### config.mk
export PLATFORM = sky130hd
export DESIGN_NAME = pc_fetch_ctrl
export DESIGN_NICKNAME = d
export VERILOG_FILES = /design/src/rtl/cpu_ctrl_pkg.sv /design/src/rtl/pc_next_calc.sv /design/src/rtl/pc_fetch_ctrl.sv
export SDC_FILE = /design/constraint.sdc
export NUM_CORES = 1
export LEC_CHECK = 0
export CORE_MARGIN = 2
export CORE_UTILIZATION = 43
export CTS_CLUSTER_DIAMETER = 50
export CTS_CLUSTER_SIZE = 8
export DETAILED_ROUTE_END_ITERATION = 12
export PLACE_DENSITY = 0.78
export SYNTH_ARGS = -nofsm -noshare
export SYNTH_HDL_FRONTEND = slang
export SYNTH_SLANG_ARGS = --single-unit
### constraint.sdc
create_clock -name clk -period 3.61 [get_ports clk]
set_clock_uncertainty 0.2 [all_clocks]
set_input_delay 0.361 -clock clk [delete_from_list [all_inputs] [get_ports clk]]
set_output_delay 0.361 -clock clk [all_outputs]
set_load 0.01 [all_outputs]
### src/rtl/cpu_ctrl_pkg.sv
// ----------------------------------------------------------------------------
// cpu_ctrl_pkg
// Shared definitions for the CPU fetch/PC control path.
//   PCSRC_*          : encodings of the core's resolved next-PC selector
//   fetch_state_e    : state encoding of the fetch sequencer
//   RESET_PC_DEFAULT : default reset PC (word-aligned)
//   is_word_aligned  : helper used to qualify register jump targets
// ----------------------------------------------------------------------------
package cpu_ctrl_pkg;

    localparam logic [1:0] PCSRC_SEQ = 2'b00;
    localparam logic [1:0] PCSRC_BEQ = 2'b01;
    localparam logic [1:0] PCSRC_JR  = 2'b10;
    localparam logic [1:0] PCSRC_J   = 2'b11;

    typedef enum logic [1:0] {
        S_BOOT  = 2'b00,
        S_REQ   = 2'b01,
        S_ISSUE = 2'b10,
        S_HALT  = 2'b11
    } fetch_state_e;

    localparam logic [31:0] RESET_PC_DEFAULT = 32'h0000_0000;

    function automatic logic is_word_aligned(input logic [31:0] addr);
        return (addr[1:0] == 2'b00);
    endfunction

endpackage : cpu_ctrl_pkg

### src/rtl/pc_next_calc.sv
// ----------------------------------------------------------------------------
// pc_next_calc
// Purely combinational next-PC selection.
//   i_pc       : current PC
//   i_pc_src   : selector (seq / beq / jr / j)
//   i_zero     : ALU zero flag, only meaningful for beq
//   i_imm      : sign-extended branch offset in words
//   i_jpc      : precomputed jump target
//   i_rd1      : register jump target
//   o_next_pc  : selected next PC (all arithmetic wraps modulo 2^32)
//   o_misalign : jr target is not word-aligned
// ----------------------------------------------------------------------------
module pc_next_calc
    import cpu_ctrl_pkg::*;
(
    input  logic [31:0] i_pc,
    input  logic [1:0]  i_pc_src,
    input  logic        i_zero,
    input  logic [31:0] i_imm,
    input  logic [31:0] i_jpc,
    input  logic [31:0] i_rd1,
    output logic [31:0] o_next_pc,
    output logic        o_misalign
);

    logic        [31:0] w_pc4;
    logic signed [31:0] w_br_off;
    logic        [31:0] w_br_tgt;

    assign w_pc4    = i_pc + 32'd4;
    // Word offset to byte offset; bits shifted out of the top are dropped,
    // which is what modulo-2^32 wrap requires.
    assign w_br_off = $signed({i_imm[29:0], 2'b00});
    assign w_br_tgt = w_pc4 + $unsigned(w_br_off);

    always_comb begin
        o_next_pc  = w_pc4;
        o_misalign = 1'b0;
        unique case (i_pc_src)
            PCSRC_SEQ: o_next_pc = w_pc4;
            PCSRC_BEQ: o_next_pc = i_zero ? w_br_tgt : w_pc4;
            PCSRC_JR: begin
                o_next_pc  = i_rd1;
                o_misalign = !is_word_aligned(i_rd1);
            end
            PCSRC_J:   o_next_pc = i_jpc;
            default:   o_next_pc = w_pc4;
        endcase
    end

endmodule : pc_next_calc

### src/rtl/pc_fetch_ctrl.sv
// ----------------------------------------------------------------------------
// pc_fetch_ctrl
// Owns the PC, fetches instructions over a req/ack handshake, presents them
// to the core and commits the core's resolved next PC on acceptance.
//   clk, rst         : clock, synchronous active-high reset
//   imem_req/addr    : fetch request and address (addr = pc)
//   imem_ack/rdata   : memory response, rdata valid when ack=1
//   instr_valid      : instr/pc_out hold an instruction awaiting acceptance
//   instr, pc_out    : fetched word and its PC
//   instr_accept     : core consumes instr; pc_src/zero/imm/jpc/rd1 valid
//   halted           : sticky, set on a misaligned jr target
//   inst_count       : accepted-instruction counter, wraps modulo 2^32
// ----------------------------------------------------------------------------
module pc_fetch_ctrl
    import cpu_ctrl_pkg::*;
#(
    parameter logic [31:0] RESET_PC = RESET_PC_DEFAULT
)(
    input  logic        clk,
    input  logic        rst,
    output logic        imem_req,
    output logic [31:0] imem_addr,
    input  logic        imem_ack,
    input  logic [31:0] imem_rdata,
    output logic        instr_valid,
    output logic [31:0] instr,
    output logic [31:0] pc_out,
    input  logic        instr_accept,
    input  logic [1:0]  pc_src,
    input  logic        zero,
    input  logic [31:0] imm,
    input  logic [31:0] jpc,
    input  logic [31:0] rd1,
    output logic        halted,
    output logic [31:0] inst_count
);

    fetch_state_e r_state;
    fetch_state_e w_state_nxt;

    logic [31:0] r_pc;
    logic [31:0] r_instr;
    logic [31:0] r_pc_out;
    logic        r_req;
    logic        r_valid;
    logic        r_halted;
    logic [31:0] r_count;

    logic [31:0] w_next_pc;
    logic        w_misalign;
    logic        w_fetch_done;
    logic        w_accept;

    pc_next_calc u_pc_next_calc (
        .i_pc       (r_pc),
        .i_pc_src   (pc_src),
        .i_zero     (zero),
        .i_imm      (imm),
        .i_jpc      (jpc),
        .i_rd1      (rd1),
        .o_next_pc  (w_next_pc),
        .o_misalign (w_misalign)
    );

    // Handshake inputs only count in the state that expects them.
    assign w_fetch_done = (r_state == S_REQ)   && imem_ack;
    assign w_accept     = (r_state == S_ISSUE) && instr_accept;

    always_comb begin
        w_state_nxt = r_state;
        unique case (r_state)
            S_BOOT:  w_state_nxt = S_REQ;
            S_REQ:   if (w_fetch_done) w_state_nxt = S_ISSUE;
            S_ISSUE: if (w_accept)     w_state_nxt = w_misalign ? S_HALT : S_REQ;
            S_HALT:  w_state_nxt = S_HALT;
            default: w_state_nxt = S_BOOT;
        endcase
    end

    always_ff @(posedge clk) begin
        if (rst) begin
            r_state  <= S_BOOT;
            r_pc     <= RESET_PC;
            r_instr  <= 32'h0;
            r_pc_out <= RESET_PC;
            r_req    <= 1'b0;
            r_valid  <= 1'b0;
            r_halted <= 1'b0;
            r_count  <= 32'h0;
        end else begin
            r_state <= w_state_nxt;
            // Handshake outputs are registered copies of the next state so
            // they are glitch-free and line up with the state they describe.
            r_req   <= (w_state_nxt == S_REQ);
            r_valid <= (w_state_nxt == S_ISSUE);

            if (w_fetch_done) begin
                r_instr  <= imem_rdata;
                r_pc_out <= r_pc;
            end

            if (w_accept) begin
                r_count <= r_count + 32'd1;
                // A misaligned jr leaves pc pointing at the faulting
                // instruction so it can be inspected after the halt.
                if (w_misalign) begin
                    r_halted <= 1'b1;
                end else begin
                    r_pc <= w_next_pc;
                end
            end
        end
    end

    assign imem_req    = r_req;
    assign imem_addr   = r_pc;
    assign instr_valid = r_valid;
    assign instr       = r_instr;
    assign pc_out      = r_pc_out;
    assign halted      = r_halted;
    assign inst_count  = r_count;

endmodule : pc_fetch_ctrl

==> out/summary.txt <==
Clock tree buffer depth -> 2
TritonCTS Buffers -> 17
Final hold vios -> 0
Unrepaired setup endpoints after global routing -> yes
Dpl cell area -> 11840 sq um
Root Buffer -> clkbuf_16
Commonest cells post-synth -> nand2_1 (215), dfxtp_1 (133), a21oi_1 (126)
Area growth, synth to finish -> 60.67%
Syn Std Cell Area -> 8167 sq um
Slew @ Worst Pin -> 1225 ps
Die height -> 141.8 um
Failing checks -> negative setup slack
Crit-path max FO -> 5
Worst r2r src -> imem_addr[14]
Layout cells sized above 1 -> 19.41%
1st-iter DRT viols -> 566
Initial antenna violation count -> 1
CP Launch Type -> flip-flop
Hold depth -> 2
RD Place Congestion -> 0.9825
Detail Placement HPWL -> 21890 um
Setup WS post-layout -> -195.0 ps
Worst skew pair latency -> 410 ps
Critical Path End Type -> flip-flop
Grt ovf -> 0
Hold Crit Class -> primary input to flip-flop
Min Tclk post-route -> 3805 ps
Clock net sink count -> 133
Clock Pin Slew Worst Setup and Hold Paths -> 60 ps
Register area share after synthesis -> 32.60%
Final instance area -> 13120 sq um
Syn_area_per_cell -> 7.604 sq um
Die X-Extent -> 141.8 um
Total GRT Usage -> 28.96%
Outcome -> finished, violations left
Reg2Reg Depth -> 14
Post-Synthesis Cells -> 1074
Synthesized Nets -> 1248
Port Buffer Count -> 263
Core area -> 18640 sq um
Tcrit/Tclk final -> 105.4%
Endpoints failing setup -> 4
First-pass GRT wire length -> 46280 um
Yosys cell types -> 70
Area share of the largest cell type after synthesis -> 32.60%
Slew headroom -> 18.04%
Post-synth top flop -> dfxtp_1
CP arrival -> 3940 ps
Final hold slack -> 229.1 ps
Post-Route WL -> 30270 um
PwrDens -> 308.0 nW/um^2
CTS tree -> done
CP required -> 3740 ps
WL/cell -> 17.93 um
Hold Buf Count CTS -> 0
LEAKAGE -> 5.155 nW
DRC -> 0
IO Pins -> 266
Max-slew violation count -> 0
Hold path start -> rst
EDFF count, synth -> 0
Warnings, synthesis -> 0
Layout Nets -> 1614
Most frequent cell after synthesis -> nand2_1
Dominant cell type by area after synthesis -> dfxtp_1
CP startpoint -> imem_addr[14]
H-tree Lvls -> 4
Number of global-route vias before repair -> 9163
Vias/cell -> 5.586
Max-cap viol count -> 0
Top post-synthesis cells by area -> dfxtp_1 (33%), nand2_1 (9.9%), a21oi_1 (7.7%), ha_1 (5.8%), xor2_1 (4.3%)
Initial core utilization -> 43.81%
DIE AREA -> 20110 sq um
WS Path Type -> flip-flop to flip-flop
F_max -> 262.8 MHz
Post-route ant nets -> 0
Largest net degree at the start of global routing -> 71
Num rows -> 50
Via count -> 9430
Dpl ws -> -295.3 ps
Synthesis-stage register bit count -> 133
VDD IR-drop max -> 0.0003798 V
FFs w/ async S/R, synth -> 0%
DRT Pass-1 Iters -> 5
-- per-layer routing --
metal / up-vias / GRT usage, % / part of all wire [%]
met5: - / 0 / 0
met4: 0 / 14.53 / 4.2
met3: 90 / 6.109 / 7.4
met2: 442 / 48.36 / 48
met1: 4376 / 35.38 / 41
li1: 4522 / - / -
-- sequential cells by signal, summed over array words and instances (netlist names) --
name,count
inst_count,32
imem_addr,32
pc_out,32
instr_valid,1
r_state,2
instr,32
halted,1
imem_req,1
-- critical path, cell delays in order, from the launching register on --
cell and delay (ps):
dfxtp_2 340, nand4_2 130, or4_4 550, nor2_4 160, nand4_1 200, xnor2_2 310, ha_4 270, and4_1 150
and2_1 130, a221o_1 320, or3_1 320, mux2i_1 140, a211oi_1 80, o31a_1 290, o22ai_1 130
-- report_power, final --
group / leakage [nW] / internal (W) / switching, W
combinational: 3.78 / 0.000369 / 0.000361
sequential: 1.08 / 0.00150 / 0.0000216
clock: 0.293 / 0.00111 / 0.000678
total: 5.16 / 0.00298 / 0.00106
-- per-stage QoR --
step	utilization (%)	total power, W	std cells	TNS, ps
floorplan	-	0.001868	1074	-283.3
global placement	63.52	0.002222	1638	-750.8
detailed placement	63.52	0.002231	1638	-1637
CTS	68.06	0.004033	1676	-360.7
global route	70.38	0.004208	1688	-1460
finish	70.38	0.004041	1688	-459.5
-- kinds of logic (layout without fill, tap and decap cells) --
kind of cell	count (synthesis)	after routing	synth area share [%]
simple gates	444	444	25.07
compound gates	273	273	20.74
fa+ha+maj	39	39	6.067
buf+inv	81	460	3.769
mux	29	29	3.616
other cells	0	1	0
xor+xnor	75	75	8.136
flops	133	133	32.60
-- cells in the final DEF, fill, tap and decap left out, types with 5 or more instances in the layout --
master / instances
a211oi_1: 12
a21o_1: 14
a21oi_1: 117
a21oi_2: 7
a221o_1: 6
a22o_1: 5
a31oi_1: 5
and3_1: 18
and4_1: 6
buf_4: 144
buf_6: 5
clkbuf_16: 17
clkdlybuf4s50_1: 260
dfxtp_1: 120
dfxtp_2: 12
ha_1: 29
ha_4: 7
inv_1: 17
mux2i_1: 25
nand2_1: 209
nand2_2: 6
nand2b_1: 6
nand3_1: 32
nand4_1: 15
nor2_1: 76
nor2b_1: 7
nor3_1: 17
o211ai_1: 13
o21a_1: 5
o21ai_0: 28
o21ai_1: 9
or3_1: 8
xnor2_1: 24
xnor2_2: 8
xor2_1: 36
-- timing repair --
item | in CTS | in global routing
buffers inserted | 6 | 11
pin swaps | 12 | 38
hold endpoints to repair | 0 | 0
gates cloned | 0 | 0
gates resized for setup | 35 | 68
endpoints found under the setup margin | 14 | 18
-- path summary, 6_finish.rpt --
path | endpoint | slack, ps
setup / recovery | imem_addr[27] | -200
hold / removal | inst_count[25] | 230
setup reg to reg | imem_addr[27] | -200
hold reg to reg | instr[11] | 250
-- cell type report --
class	count	area, sq um
tap	234	292.8
antenna	1	2.502
sequential	133	2681
inverter	17	63.81
multi-input combinational	860	5717
clock buffer	18	439.2
timing repair buffer	411	3750
fill	1520	5522
clock inverter	14	175.2
Note: power is estimated with default switching activity, not from simulation.
